==> src/rtl/lsu_lsq_ctrl_pkg.sv <==
// lsu_lsq_ctrl_pkg: shared sizing and one-hot decode helper for the LSQ controller.
package lsu_lsq_ctrl_pkg;
    localparam int LSQ_DEPTH = 8;
    localparam int LSQ_PTR_W = 3;
    function automatic logic [LSQ_DEPTH-1:0] onehot_dec(input logic [LSQ_PTR_W-1:0] idx);
        return LSQ_DEPTH'(1) << idx;
    endfunction
endpackage

==> src/rtl/lsu_lsq_ctrl_age_picker.sv <==
// lsu_lsq_age_picker: oldest-first select, scanning the eligibility vector from head.
module lsu_lsq_age_picker #(
    parameter int LSQ_DEPTH = lsu_lsq_ctrl_pkg::LSQ_DEPTH,
    parameter int LSQ_PTR_W = lsu_lsq_ctrl_pkg::LSQ_PTR_W
) (
    input  logic [LSQ_DEPTH-1:0] elig,
    input  logic [LSQ_PTR_W-1:0] head,
    output logic                 vld,
    output logic [LSQ_PTR_W-1:0] idx
);
    logic [2*LSQ_DEPTH-1:0] w_dbl;
    logic [LSQ_DEPTH-1:0]   w_rot;
    logic [LSQ_PTR_W-1:0]   w_off;
    // rotate so that bit 0 is the head entry, then take the lowest set bit
    always_comb begin
        w_dbl = {elig, elig} >> head;
        w_rot = w_dbl[LSQ_DEPTH-1:0];
        w_off = '0;
        for (int i = LSQ_DEPTH - 1; i >= 0; i--)
            if (w_rot[i]) w_off = LSQ_PTR_W'(i);
        vld = |elig;
        idx = head + w_off;
    end
endmodule

==> src/rtl/lsu_lsq_ctrl.sv <==
// lsu_lsq_ctrl: LSQ head/tail/count bookkeeping and alloc/exec/replay/invld strobe generation.
module lsu_lsq_ctrl #(
    parameter int LSQ_DEPTH = lsu_lsq_ctrl_pkg::LSQ_DEPTH,
    parameter int LSQ_PTR_W = lsu_lsq_ctrl_pkg::LSQ_PTR_W
) (
    input  logic                 clk,
    input  logic                 rst,
    input  logic                 flush,
    input  logic                 enq_vld_i,
    output logic                 enq_rdy_o,
    output logic [LSQ_PTR_W-1:0] enq_idx_o,
    output logic [LSQ_DEPTH-1:0] alloc_o,
    input  logic [LSQ_DEPTH-1:0] ent_vld_i,
    input  logic [LSQ_DEPTH-1:0] ent_awake_i,
    input  logic [LSQ_DEPTH-1:0] ent_exec_i,
    input  logic [LSQ_DEPTH-1:0] ent_succ_i,
    input  logic [LSQ_DEPTH-1:0] ent_virt_i,
    input  logic [LSQ_DEPTH-1:0] ent_exc_i,
    output logic                 iss_vld_o,
    output logic [LSQ_PTR_W-1:0] iss_idx_o,
    input  logic                 iss_rdy_i,
    output logic [LSQ_DEPTH-1:0] exec_o,
    input  logic                 rpl_vld_i,
    input  logic [LSQ_PTR_W-1:0] rpl_idx_i,
    output logic [LSQ_DEPTH-1:0] replay_o,
    output logic                 cmt_vld_o,
    output logic [LSQ_PTR_W-1:0] cmt_idx_o,
    input  logic                 cmt_rdy_i,
    output logic [LSQ_DEPTH-1:0] invld_o,
    output logic [LSQ_PTR_W:0]   cnt_o,
    output logic                 empty_o,
    output logic                 full_o
);
    import lsu_lsq_ctrl_pkg::*;

    logic [LSQ_PTR_W-1:0] r_head, r_tail;
    logic [LSQ_PTR_W:0]   r_cnt;
    logic [LSQ_DEPTH-1:0] w_elig;
    logic                 w_clr, w_enq_hs, w_iss_hs, w_cmt_hs;

    assign w_elig = ent_vld_i & ent_awake_i & ~ent_exec_i & ~ent_succ_i & ~ent_virt_i & ~ent_exc_i;

    lsu_lsq_age_picker #(.LSQ_DEPTH(LSQ_DEPTH), .LSQ_PTR_W(LSQ_PTR_W)) u_picker (
        .elig (w_elig),
        .head (r_head),
        .vld  (iss_vld_o),
        .idx  (iss_idx_o)
    );

    // flush/reset suppress every handshake in the same cycle; replay is a raw pass-through
    always_comb begin
        w_clr     = rst | flush;
        empty_o   = r_cnt == '0;
        full_o    = r_cnt == (LSQ_PTR_W+1)'(LSQ_DEPTH);
        enq_rdy_o = !full_o;
        cmt_vld_o = !empty_o & ent_vld_i[r_head] & (ent_succ_i[r_head] | ent_exc_i[r_head]);
        w_enq_hs  = !w_clr & enq_vld_i & enq_rdy_o;
        w_iss_hs  = !w_clr & iss_vld_o & iss_rdy_i;
        w_cmt_hs  = !w_clr & cmt_vld_o & cmt_rdy_i;
        alloc_o   = w_enq_hs ? onehot_dec(r_tail) : '0;
        exec_o    = w_iss_hs ? onehot_dec(iss_idx_o) : '0;
        invld_o   = w_cmt_hs ? onehot_dec(r_head) : '0;
        replay_o  = rpl_vld_i ? onehot_dec(rpl_idx_i) : '0;
        enq_idx_o = r_tail;
        cmt_idx_o = r_head;
        cnt_o     = r_cnt;
    end

    always_ff @(posedge clk) begin
        if (w_clr) begin
            r_head <= '0;
            r_tail <= '0;
            r_cnt  <= '0;
        end else begin
            r_tail <= r_tail + LSQ_PTR_W'(w_enq_hs);
            r_head <= r_head + LSQ_PTR_W'(w_cmt_hs);
            r_cnt  <= r_cnt + (LSQ_PTR_W+1)'(w_enq_hs) - (LSQ_PTR_W+1)'(w_cmt_hs);
        end
    end
endmodule

==> config.mk <==
export PLATFORM = sky130hd
export DESIGN_NAME = lsu_lsq_ctrl
export DESIGN_NICKNAME = d
export VERILOG_FILES = /design/src/rtl/lsu_lsq_ctrl_pkg.sv /design/src/rtl/lsu_lsq_ctrl_age_picker.sv /design/src/rtl/lsu_lsq_ctrl.sv
export SDC_FILE = /design/constraint.sdc
export NUM_CORES = 1
export LEC_CHECK = 0
export BUFFER_PORTS_ARGS = -buffer_cell sky130_fd_sc_hd__clkbuf_2
export CELL_PAD_IN_SITES_DETAIL_PLACEMENT = 0
export CELL_PAD_IN_SITES_GLOBAL_PLACEMENT = 2
export CORE_MARGIN = 3
export CORE_UTILIZATION = 21
export DETAILED_ROUTE_END_ITERATION = 16
export GPL_TIMING_DRIVEN = 1
export PLACE_DENSITY_LB_ADDON = 0.1
export SLEW_MARGIN = 20
export SYNTH_ARGS = -nofsm -noshare
export SYNTH_HDL_FRONTEND = slang
export SYNTH_SLANG_ARGS = --single-unit
==> constraint.sdc <==
create_clock -name clk -period 6.3 [get_ports clk]
set_clock_uncertainty 0.1 [all_clocks]
set_input_delay 0.945 -clock clk [delete_from_list [all_inputs] [get_ports clk]]
set_output_delay 0.945 -clock clk [all_outputs]
set_load 0.005 [all_outputs]
# Yosys cells after proc, flatten, opt, wreduce, memory -nomap -nowiden
# Index checks and enable logic that the tools add are counted.
# totals
input_bits,58
ff_bits,10
wordCells,57
out_inout_bits,50
# classes
shifts,5
mux,18
eq_ne,1
n_bitwise,19
order_cmp,1
n_addsub,5
reduce_logical,5
# ops
operator,n
$and A8 B8 Y8,5
$mux W8,4
$not A8 Y8,4
$shl A1 B3 Y8 const A,4
$mux W3,8
$shr A16 B3 Y8,1
$bmux W1 S3,3
$and A1 B1 Y1,8
$reduce_or A8 Y1,1
$add A3 B1 Y3,2
$add A4 B1 Y4,1
$eq A4 B4 Y1 const B,1
$logic_not A4 Y1,1
$lt A3 B4 Y1 const B,1
$sub A4 B1 Y4,1
$add A3 B3 Y3,1
$logic_not A1 Y1,3
$mux W1,3
$or A1 B1 Y1,2

# Longest topological paths before layout
# depth
word_depth,17
mapped_depth,16
depth_no_buf,15

# By module
# From an unflattened synthesis, not the netlist that was laid out.
# hier_totals
cells_unflattened,194
area_unflattened_um2,1595.3
# modules_own_cells
module,area_each_um2,n_inst,cells_per_inst,seq_area_each_um2
lsu_lsq_ctrl,1076.0,1,144,200.2
lsu_lsq_age_picker,519.2,1,50,0.0

# Worst setup path before layout
# No wires, ideal clock.
# synth_path
path_kind,in2out
startpoint,input port ent_succ_i[1]
endpoint,output port exec_o[2]
setup_slack_ns,1.264
required_ns,5.255
t_arrival_ns,3.991
path_buffers,0
path_stages,12
cell_sequence,or4_4 -> or3_4 -> and2_1 -> mux4_2 -> a21oi_1 -> ha_1 -> inv_1 -> fa_1 -> xnor2_1 -> xnor2_4 -> inv_2 -> nor4_4
# synth_between
elab_chain_cells,16
elab_cells_between_ends,19
cone_classes,add/sub (1); shift (2); mux (9); bitwise (6); reduce/logical (1)
# synth_lines
item,line,text
from (decl),lsu_lsq_ctrl.sv:16,"input logic [LSQ_DEPTH-1:0] ent_succ_i,"
$not A8 Y8 *,lsu_lsq_ctrl.sv:41,assign w_elig = ent_vld_i & ent_awake_i & ~ent_exec_i & ~ent_succ_i & ~ent_virt_i & ~ent_exc_i;
$and A8 B8 Y8 * (3 in a row),lsu_lsq_ctrl.sv:41,
$shr A16 B3 Y8 *,lsu_lsq_ctrl_age_picker.sv:16,"w_dbl = {elig, elig} >> head;"
$mux W3 (7 in a row),lsu_lsq_ctrl_age_picker.sv:20,if (w_rot[i]) w_off = LSQ_PTR_W'(i);
$mux W3 *,lsu_lsq_ctrl_age_picker.sv:20,
$add A3 B3 Y3 *,lsu_lsq_ctrl_age_picker.sv:22,idx = head + w_off;
net iss_idx_o[2],lsu_lsq_ctrl.sv:20,"output logic [LSQ_PTR_W-1:0] iss_idx_o,"
$shl A1 B3 Y8 *,lsu_lsq_ctrl_pkg.sv:6,return LSQ_DEPTH'(1) << idx;
$mux W8 *,lsu_lsq_ctrl.sv:61,exec_o = w_iss_hs ? onehot_dec(iss_idx_o) : '0;
to (decl),lsu_lsq_ctrl.sv:22,"output logic [LSQ_DEPTH-1:0] exec_o,"
# The timed path passes the listed nets; every way through them passes the cells marked *.

# Final worst setup path
# layout_path
startpoint,input port ent_succ_i[1]
endpoint,output port exec_o[2]
# layout_between
elab_chain_cells,16
elab_cells_between_ends,19
cone_classes,add/sub (1); shift (2); mux (9); bitwise (6); reduce/logical (1)
# layout_lines
item,line
$not A8 Y8 *,lsu_lsq_ctrl.sv:41
$and A8 B8 Y8 * (3 in a row),lsu_lsq_ctrl.sv:41
$shr A16 B3 Y8,lsu_lsq_ctrl_age_picker.sv:16
$mux W3 (8 in a row),lsu_lsq_ctrl_age_picker.sv:20
$add A3 B3 Y3,lsu_lsq_ctrl_age_picker.sv:22
$shl A1 B3 Y8,lsu_lsq_ctrl_pkg.sv:6
$mux W8 *,lsu_lsq_ctrl.sv:61
# Every way passes the cells marked *; elsewhere a longest branch is shown, timed or not.

==> results.yml <==
critical_path:
  path_class: "in -> out"
  critical_path.max_stage_delay_ns: 0.55
  critical_path_required_ns: 5.25
  reg2reg_depth: 12
  slowest_stage: "or4_4"
  worstReg2RegStart: "cmt_idx_o[0]"
  path_common_cell: "clkbuf_2"
  path_max_fanout: 5
  cp_top_family: "simple AND/OR/NAND/NOR gates"
  r2r_end: "cnt_o[2]"
  end_kind: "output pin"
  path_cells: "clkbuf_2, or4_4, or3_4, and2_1, mux4_2, a21oi_1, ha_1, inv_1, fa_1, xnor2_1, xnor2_4, inv_2, nor4_4, clkbuf_2"
  arrival_ns: 4.31
  crit_buf_inv: 4
  r2r_slack_ns: 3.25
  crit_path_start_kind: "input port"
clock_tree:
  cts_hold_buf: 0
  cts_buffers: 3
  cts.sinks: 10
  root_buffer: "clkbuf_8"
  tritoncts: "done"
  worstSkewPairLatency_ns: 0.24
  postCtsSetupBuffers: 0
  clk_path_buf_depth: 2
  cts_resized: 0
  clk_pin_slew_ns: 0.05
  cts_max_level: 1
routing:
  ant_nets: 0
  wl_per_cell_um: 13.5
  drc: 0
  vias: 1975
  drt_wl_total_um: 5750
  drt_first_iter_violations: 75
  via_per_inst: 4.64
  first_pass_iters: 4
global_route:
  grt_pass1_vias: 1932
  grt_pass1_wl_um: 9240
  grt_max_degree: 30
  overflow: 0
  antenna_found_initial: 0
  grt_usage_pct: 13.1
hold_path:
  min_to: "enq_idx_o[2]"
  whs_path_depth: 2
  hold_start: "enq_idx_o[2]"
  min_path_type: "reg -> reg"
yosys:
  synth_nets: 291
  synth.avg_cell_area_um2: 7.30
  synth-seq-cells: 10
  ys_seq_area_share_pct: 12.5
  syn_area_mm2: 0.00161
  syn_inst: 220
  yosys.cell_types.count: 45
  synth_warnings: 0
placed_design:
  placed_cell_area_mm2: 0.00226
  place_ws_ns: 0.925
  routabilityCongestion: 0.726
  placed_cells: 422
  hpwl_um: 4980
  io_buffer_count: 107
floorplanning:
  die_width_um: 93.4
  die_h_um: 93.4
  num_rows: 31
  start_util_pct: 21.9
  pin_count: 108
  die-area_mm2: 0.00873
  coreArea_mm2: 0.00733
finish:
  nFillCells: 823
  drive_above_1_share_pct: 39.4
  layout_common_cells: "clkbuf_2, nor2_1, nand2_1"
  layout_commonest_cell: "clkbuf_2"
  fin_area_mm2: 0.00232
  nets: 399
  insertedDiodeCount: 0
  final_cells: 426
  post-route-util_pct: 31.6
  area_growth_pct: 44.3
power:
  p_leak_nw: 1.10
  p_total_uw: 193
  ir_drop_mv: 0.0481
  powerDensity_mw_per_mm2: 83.2
sta:
  min_period_over_period_pct: 85.0
  whs_ns: 0.458
  slew_violations: 0
  final.setup.tns_ns: 0
  setup_violations: 0
  period_minus_slack_ns: 5.35
  max_freq_mhz: 187
  finalHoldViolCount: 0
  timing.final.ws_setup_ns: 0.947
  max_slew_margin_pct: 59.3
  worstMarginPinSlew_ns: 0.602
  rsz0062_at_grt: "no"
outcome:
  outcome: "finished clean"
flow_run:
  cap_violations: 0
layer usage:
layer	track usage, %	vias to the layer above	part of all wire [%]
li1	-	1018	-
met1	18.2	881	46
met2	21.1	72	45
met3	3.30	4	7.9
met4	1.47	0	0.44
met5	0	-	0
cells by family after synthesis:
group,synth area share (%)
and+or+nand+nor,40.8
AOI/OAI and AO/OA,14.4
buffers and inverters,5.14
adders and majority gates,11.1
muxes,11.7
DFF,12.5
xor gates and xnor gates,4.44
worst min-delay path: cells and delay by family, from the launching register on:
kind / cells / cell delay [ns]
simple gates: 1 / 0.07
flops: 1 / 0.37
xor+xnor: 1 / 0.09
report_power, final:
part	leakage [nW]	switching (mW)	internal (mW)
registers	0.0806	0.000506	0.0638
logic	0.995	0.0228	0.0242
clock network	0.0288	0.0263	0.0550
worst max path at each step:
stage                  startpoint         to  slack, ns  cells past startpoint
floorplan           ent_succ_i[1]  exec_o[2]       1.26                     12
global placement    ent_succ_i[1]  exec_o[2]       0.94                     14
detailed placement  ent_succ_i[1]  exec_o[2]       0.92                     14
CTS                 ent_succ_i[1]  exec_o[2]       0.92                     14
global route        ent_succ_i[0]  exec_o[2]       0.61                     17
finish              ent_succ_i[1]  exec_o[2]       0.95                     14
flip-flops by register name, indices dropped and copies added, names as in the netlist:
signal,flops
enq_idx_o,3
cnt_o,4
cmt_idx_o,3
cells in the mapped netlist:
cell        n  share of area, %
ha_1       11               8.6
nand3_1    15               4.7
a211o_1     1              0.55
or3_1       2              0.78
nand4b_1    1              0.55
dfxtp_1    10                12
clkinv_1    2              0.47
nor4_1      7               2.7
nand2b_1    6               2.3
and2_0      1              0.39
xnor2_1     4               2.2
nor4bb_1    1              0.62
clkbuf_1    7               1.6
nor2_1     40               9.4
a31oi_1     2              0.78
mux2i_1     3               1.9
a21boi_0    2              0.94
o211ai_2    1              0.78
nor3_1      9               2.8
or3_4       1              0.70
o21ai_0     6               1.9
xor2_1      1              0.55
nand2_1    17               4.0
o221ai_1    1              0.55
mux4_2      6               8.4
a21o_1      1              0.47
o21bai_1    1              0.47
a311oi_4    1               1.6
o211ai_1    6               2.8
and3_1      4               1.6
inv_2       1              0.23
fa_1        2               2.5
or2_1       1              0.39
or4_4       1              0.70
nor4_4      1               1.3
xnor2_4     1               1.7
and2_1     10               3.9
mux2_2      2               1.4
a21oi_1     5               1.6
o2111ai_1   2               1.1
o31ai_1     1              0.47
nand4_1     9               3.5
inv_1      12               2.8
o21a_1      1              0.47
or4_1       1              0.47
area by class of cell:
cell class / count / area [um^2] / area share, %
inverter: 15 / 56.3 / 2.43
tap: 99 / 124 / 5.35
clock buffer: 4 / 55.1 / 2.38
timing repair buffer: 110 / 558 / 24.1
sequential: 10 / 200 / 8.64
multi-input combinational: 188 / 1320 / 57.1
Power figures use the tool's default switching activity.
